$ cat config.mk
export PLATFORM = sky130hd
export DESIGN_NAME = mem_wb_queue_mt
export DESIGN_NICKNAME = d
export VERILOG_FILES = /design/src/rtl/mem_wb_queue_mt.sv
export SDC_FILE = /design/constraint.sdc
export NUM_CORES = 1
export LEC_CHECK = 0
export ABC_CLOCK_PERIOD_IN_PS = 3270
export CELL_PAD_IN_SITES_DETAIL_PLACEMENT = 0
export CELL_PAD_IN_SITES_GLOBAL_PLACEMENT = 1
export CORE_ASPECT_RATIO = 1.4
export CORE_MARGIN = 1
export CORE_UTILIZATION = 43
export CTS_CLUSTER_SIZE = 20
export DETAILED_ROUTE_END_ITERATION = 12
export PLACE_DENSITY_LB_ADDON = 0.08
export SYNTH_ARGS = -nofsm -noshare
export SYNTH_HDL_FRONTEND = slang
export SYNTH_SLANG_ARGS = --single-unit
$ cat constraint.sdc
create_clock -name clk -period 3.27 [get_ports clk]
set_clock_uncertainty 0.15 [all_clocks]
set_input_delay 0.4905 -clock clk [delete_from_list [all_inputs] [get_ports clk]]
set_output_delay 0.4905 -clock clk [all_outputs]
set_load 0.05 [all_outputs]
$ cat src/rtl/mem_wb_queue_mt.sv
// Thread-tagged write-back queue between the mem stage and the register-file write port.
// Results are queued per thread, drained one per cycle on grant, and can be flushed per thread.
module mem_wb_queue_mt #(
  parameter int DATA_WIDTH     = 32,
  parameter int REG_ADDR_WIDTH = 5,
  parameter int NUM_THREADS    = 2,
  parameter int TID_WIDTH      = $clog2(NUM_THREADS),
  parameter int DEPTH          = 4
) (
  input  logic                       clk,
  input  logic                       rst_n,
  input  logic                       i_valid,
  input  logic                       i_is_mem_access,
  input  logic                       i_uses_rw,
  input  logic [REG_ADDR_WIDTH-1:0]  i_rw_addr,
  input  logic [DATA_WIDTH-1:0]      i_alu_result,
  input  logic [TID_WIDTH-1:0]       i_thread_id,
  input  logic                       i_cache_valid,
  input  logic [DATA_WIDTH-1:0]      i_cache_data,
  output logic                       o_done,
  input  logic                       i_flush,
  input  logic [TID_WIDTH-1:0]       i_flush_tid,
  output logic                       o_wb_valid,
  output logic [REG_ADDR_WIDTH-1:0]  o_wb_rw_addr,
  output logic [DATA_WIDTH-1:0]      o_wb_rw_data,
  output logic [TID_WIDTH-1:0]       o_wb_thread_id,
  input  logic                       i_wb_ready,
  output logic [NUM_THREADS-1:0]     o_thread_pending,
  output logic [$clog2(DEPTH):0]     o_count
);

  localparam int PTR_W = $clog2(DEPTH);
  localparam int CNT_W = $clog2(DEPTH) + 1;

  logic [DEPTH-1:0]          live_q;
  logic [DEPTH-1:0]          live_d;
  logic [REG_ADDR_WIDTH-1:0] addr_q [DEPTH];
  logic [DATA_WIDTH-1:0]     data_q [DEPTH];
  logic [TID_WIDTH-1:0]      tid_q  [DEPTH];
  logic [TID_WIDTH-1:0]      tid_d  [DEPTH];
  logic [PTR_W-1:0]          head_q;
  logic [PTR_W-1:0]          tail_q;
  logic [CNT_W-1:0]          count_q;
  logic [NUM_THREADS-1:0]    pending_q;
  logic [NUM_THREADS-1:0]    pending_d;

  logic                      result_ready;
  logic [DATA_WIDTH-1:0]     wb_data;
  logic                      not_empty;
  logic                      full;
  logic                      head_live;
  logic                      pop;
  logic                      dropped;
  logic                      push;

  assign result_ready = i_is_mem_access ? i_cache_valid : 1'b1;
  assign wb_data      = i_is_mem_access ? i_cache_data : i_alu_result;
  assign not_empty    = (count_q != '0);
  assign full         = (count_q == CNT_W'(DEPTH));
  assign head_live    = live_q[head_q];
  // Dead heads leave without needing the write port.
  assign pop          = not_empty && (!head_live || i_wb_ready);
  assign dropped      = i_flush && (i_flush_tid == i_thread_id);
  assign push         = i_valid && i_uses_rw && result_ready && !dropped && (!full || pop);

  // rst_n gating keeps o_done low while the incoming instruction is being ignored.
  assign o_done = rst_n && (!i_valid ||
                  (result_ready && (!i_uses_rw || dropped || !full || pop)));

  assign o_wb_valid       = not_empty && head_live;
  assign o_wb_rw_addr     = addr_q[head_q];
  assign o_wb_rw_data     = data_q[head_q];
  assign o_wb_thread_id   = tid_q[head_q];
  assign o_thread_pending = pending_q;
  assign o_count          = count_q;

  // Next-state live bits: flush and pop kill, push revives the tail slot last.
  always_comb begin
    live_d    = live_q;
    pending_d = '0;
    for (int i = 0; i < DEPTH; i++) begin
      tid_d[i] = tid_q[i];
      if (i_flush && (tid_q[i] == i_flush_tid)) live_d[i] = 1'b0;
      if (pop && (PTR_W'(i) == head_q))         live_d[i] = 1'b0;
      if (push && (PTR_W'(i) == tail_q)) begin
        live_d[i] = 1'b1;
        tid_d[i]  = i_thread_id;
      end
    end
    for (int t = 0; t < NUM_THREADS; t++) begin
      for (int i = 0; i < DEPTH; i++) begin
        if (live_d[i] && (tid_d[i] == TID_WIDTH'(t))) pending_d[t] = 1'b1;
      end
    end
  end

  always_ff @(posedge clk or negedge rst_n) begin
    if (!rst_n) begin
      live_q    <= '0;
      head_q    <= '0;
      tail_q    <= '0;
      count_q   <= '0;
      pending_q <= '0;
      for (int i = 0; i < DEPTH; i++) begin
        addr_q[i] <= '0;
        data_q[i] <= '0;
        tid_q[i]  <= '0;
      end
    end else begin
      live_q    <= live_d;
      pending_q <= pending_d;
      if (push) begin
        addr_q[tail_q] <= i_rw_addr;
        data_q[tail_q] <= wb_data;
        tid_q[tail_q]  <= i_thread_id;
        tail_q         <= tail_q + PTR_W'(1);
      end
      if (pop) head_q <= head_q + PTR_W'(1);
      count_q <= count_q + CNT_W'(push) - CNT_W'(pop);
    end
  end

endmodule
==> flow_summary.toml <==
[power]
p_leak_uw = 0.00437
vdd_drop_max_mv = 0.664
powerDensity_nw_per_um2 = 1110

[route]
vias_per_cell = 5.14
detailroute.via_count = 5252
dr.pass1.iters = 4
wire_per_inst_um = 16.6
route.detailed.drc = 0
routed_wirelength_um = 16900
ant_nets = 0
drt_iter0_markers = 224

[layout]
antenna_cells = 0
drive_gt1_share_pct = 16.6
syn_to_final_growth_pct = 28.8
final_common_cell = "dfrtp_1"
layoutNonFillerInstCount = 1021
layout.area.seq_um2 = 4130
final_area_um2 = 9730
layout_common_cells = "163 x dfrtp_1, 147 x nand2_1, 130 x o21ai_0, 118 x clkdlybuf4s50_1, 38 x mux4_2"
num-nets-final = 862
multi_input_area_um2 = 3260
fillers = 1513

[floorplanning]
fp-row-count = 57
core_um2 = 17300
die_area_um2 = 18100
start_util_pct = 43.8
die_h_um = 159
fp.dieW_um = 114
ioPinCount = 124

[logic_synthesis]
seq_area_frac_synth_pct = 54.6
yosysTopAreaCell = "dfrtp_1"
synth_nets = 743
synth_ff_type = "dfrtp_1"
synth_top_area_share_pct = 54.6
postSynth.asyncResetShare_pct = 100
netlist_area_um2 = 7560
yosysWarningCount = 0
syn_area_per_cell_um2 = 11.6
syn_inst = 653
synth_area_leaders = "dfrtp_1 55%, mux4_2 11%, o21ai_0 8.6%"
synth.distinct_cells = 33
synth_edf_count = 0
ys_ff_latch = 165

[worst_setup_path]
r2r_slack_ps = 670
cp.arrival_ps = 2510
crit_path_start = "head_q[0]$_DFFE_PN0P_"
critPathRequiredTime_ps = 2630
crit_path_start_kind = "flop"
worstPathMaxFanout = 13
reg2regPathDepth = 10
crit_type = "flop to output pin"
r2r_end = "o_count[2]$_DFF_PN0_"
r2r_start = "head_q[1]$_DFFE_PN0P_"
cp-end-kind = "output pin"

[sta]
grt_setup_unrepaired = "no"
fin_crit_sh_pct = 96.3
slew-limit-headroom_pct = 52.2
hold_viol = 0
fin_setup_tns_ps = 0
worstMarginPinSlew_ps = 717
fmax_mhz = 318
min_period_ps = 3150
slew_violations = 0
finalSetupViolations = 0

[global_routing]
antenna_found_initial = 0
grt_overflow = 0
grt_pass1_wl_um = 28500
first_global_vias = 5586
grt_max_degree = 134
track_usage_pct = 20.4

[place]
gp_congestion = 0.769
placed_cell_area_um2 = 9160
place_inst = 988
hpwl_um = 11100
io_buffers = 123

[clock_tree]
cts_tree = "done"
post_cts_resized = 0
insertion_delay_ps = 430
clockBufferDepth = 2
cts_root_buf = "clkbuf_16"
numCtsBuffers = 17
cts_num_sinks = 165
clkTransAtPathRegs_ps = 60
h-tree-depth = 4
cts_setup_buffers = 0

[worst_hold_path]
holdCritStartpoint = "data_q[44]$_DFFE_PN0P_"
hold_path.class = "flop to flop"
min_path_cells = 2
holdPathEnd = "data_q[44]$_DFFE_PN0P_"

[job]
cap_violations = 0

[status]
status = "complete, no violations"
repair_timing:
| item | 4_1_cts | 5_1_grt |
|---|---|---|
| setup endpoints to repair | 0 | 0 |
| hold buffers | 1 | 0 |
| hold endpoints to repair | 32 | 0 |
critical path: stages, from the launching register on:
cell and delay (ps):
dfrtp_2 480, buf_4 320, mux4_2 570, clkdlybuf4s50_1 720
flip-flops by register name, summed over array words and instances (netlist names):
signal / count
data_q: 128
tail_q: 2
tid_q: 4
live_q: 4
o_thread_pending: 2
addr_q: 20
o_count: 3
head_q: 2
Yosys cell counts, types with 3 or more instances:
library cell / n
nand3_1: 6
mux4_2: 38
o211ai_2: 4
ha_1: 10
nor2b_1: 4
o21ai_0: 130
mux2_2: 26
buf_2: 9
a21oi_1: 3
nand2_1: 147
mux2i_1: 33
dfrtp_1: 165
xnor2_1: 8
nor2_1: 8
clkbuf_1: 34
inv_1: 8
and3_1: 4
through the flow:
| step | power, uW | hold slack [ps] | worst slack [ps] | util, % |
|---|---|---|---|---|
| floorplan | 7270 | 44.9 | 363 | - |
| global placement | 8860 | 243 | 156 | 53.1 |
| detailed placement | 9030 | 251 | 133 | 53.1 |
| CTS | 10900 | 332 | 65.1 | 56.4 |
| global route | 11500 | 355 | 12.9 | 56.4 |
| finish | 10800 | 326 | 122 | 56.4 |
area by class of cell:
cell class	count	share of cell area (%)
multi-input combinational	436	33.5
inverter	8	0.309
clock buffer	20	4.80
timing repair buffer	144	15.0
tap	236	3.03
sequential	165	42.5
clock inverter	12	1.00
report_power, final:
group	leakage [uW]	switching (uW)	internal [uW]	total (uW)
clock network	0.000263	825	1040	1870
registers	0.00207	547	3010	3560
logic	0.00204	3150	2210	5360
total	0.00437	4520	6260	10800
per-layer routing:
metal	part of all wire, %	track usage (%)
met3	3.5	3.97
met2	50	33.3
met1	45	27.3
met5	0	0
met4	1.7	6.61
worst max-delay path by stage:
stage                                      end  cells past startpoint
after CTS                     o_wb_rw_data[24]                      3
after global routing          o_wb_rw_data[24]                      3
final                         o_wb_rw_data[24]                      3
after global placement    o_count[2]$_DFF_PN0_                     10
after detailed placement  o_count[2]$_DFF_PN0_                     10
after floorplan                     o_wb_valid                      4
logic make-up (layout without fill, tap and decap cells):
| family | after synthesis | after routing | share of synthesized area, % |
|---|---|---|---|
| and+or+nand+nor | 173 | 173 | 9.12 |
| buffers and inverters | 52 | 184 | 2.73 |
| AOI/OAI and AO/OA | 146 | 146 | 11.0 |
| muxes | 97 | 97 | 19.6 |
| adders and majority gates | 11 | 11 | 1.92 |
| DFF | 165 | 165 | 54.6 |
| xor gates and xnor gates | 9 | 9 | 1.04 |
Power figures use the tool's default switching activity.
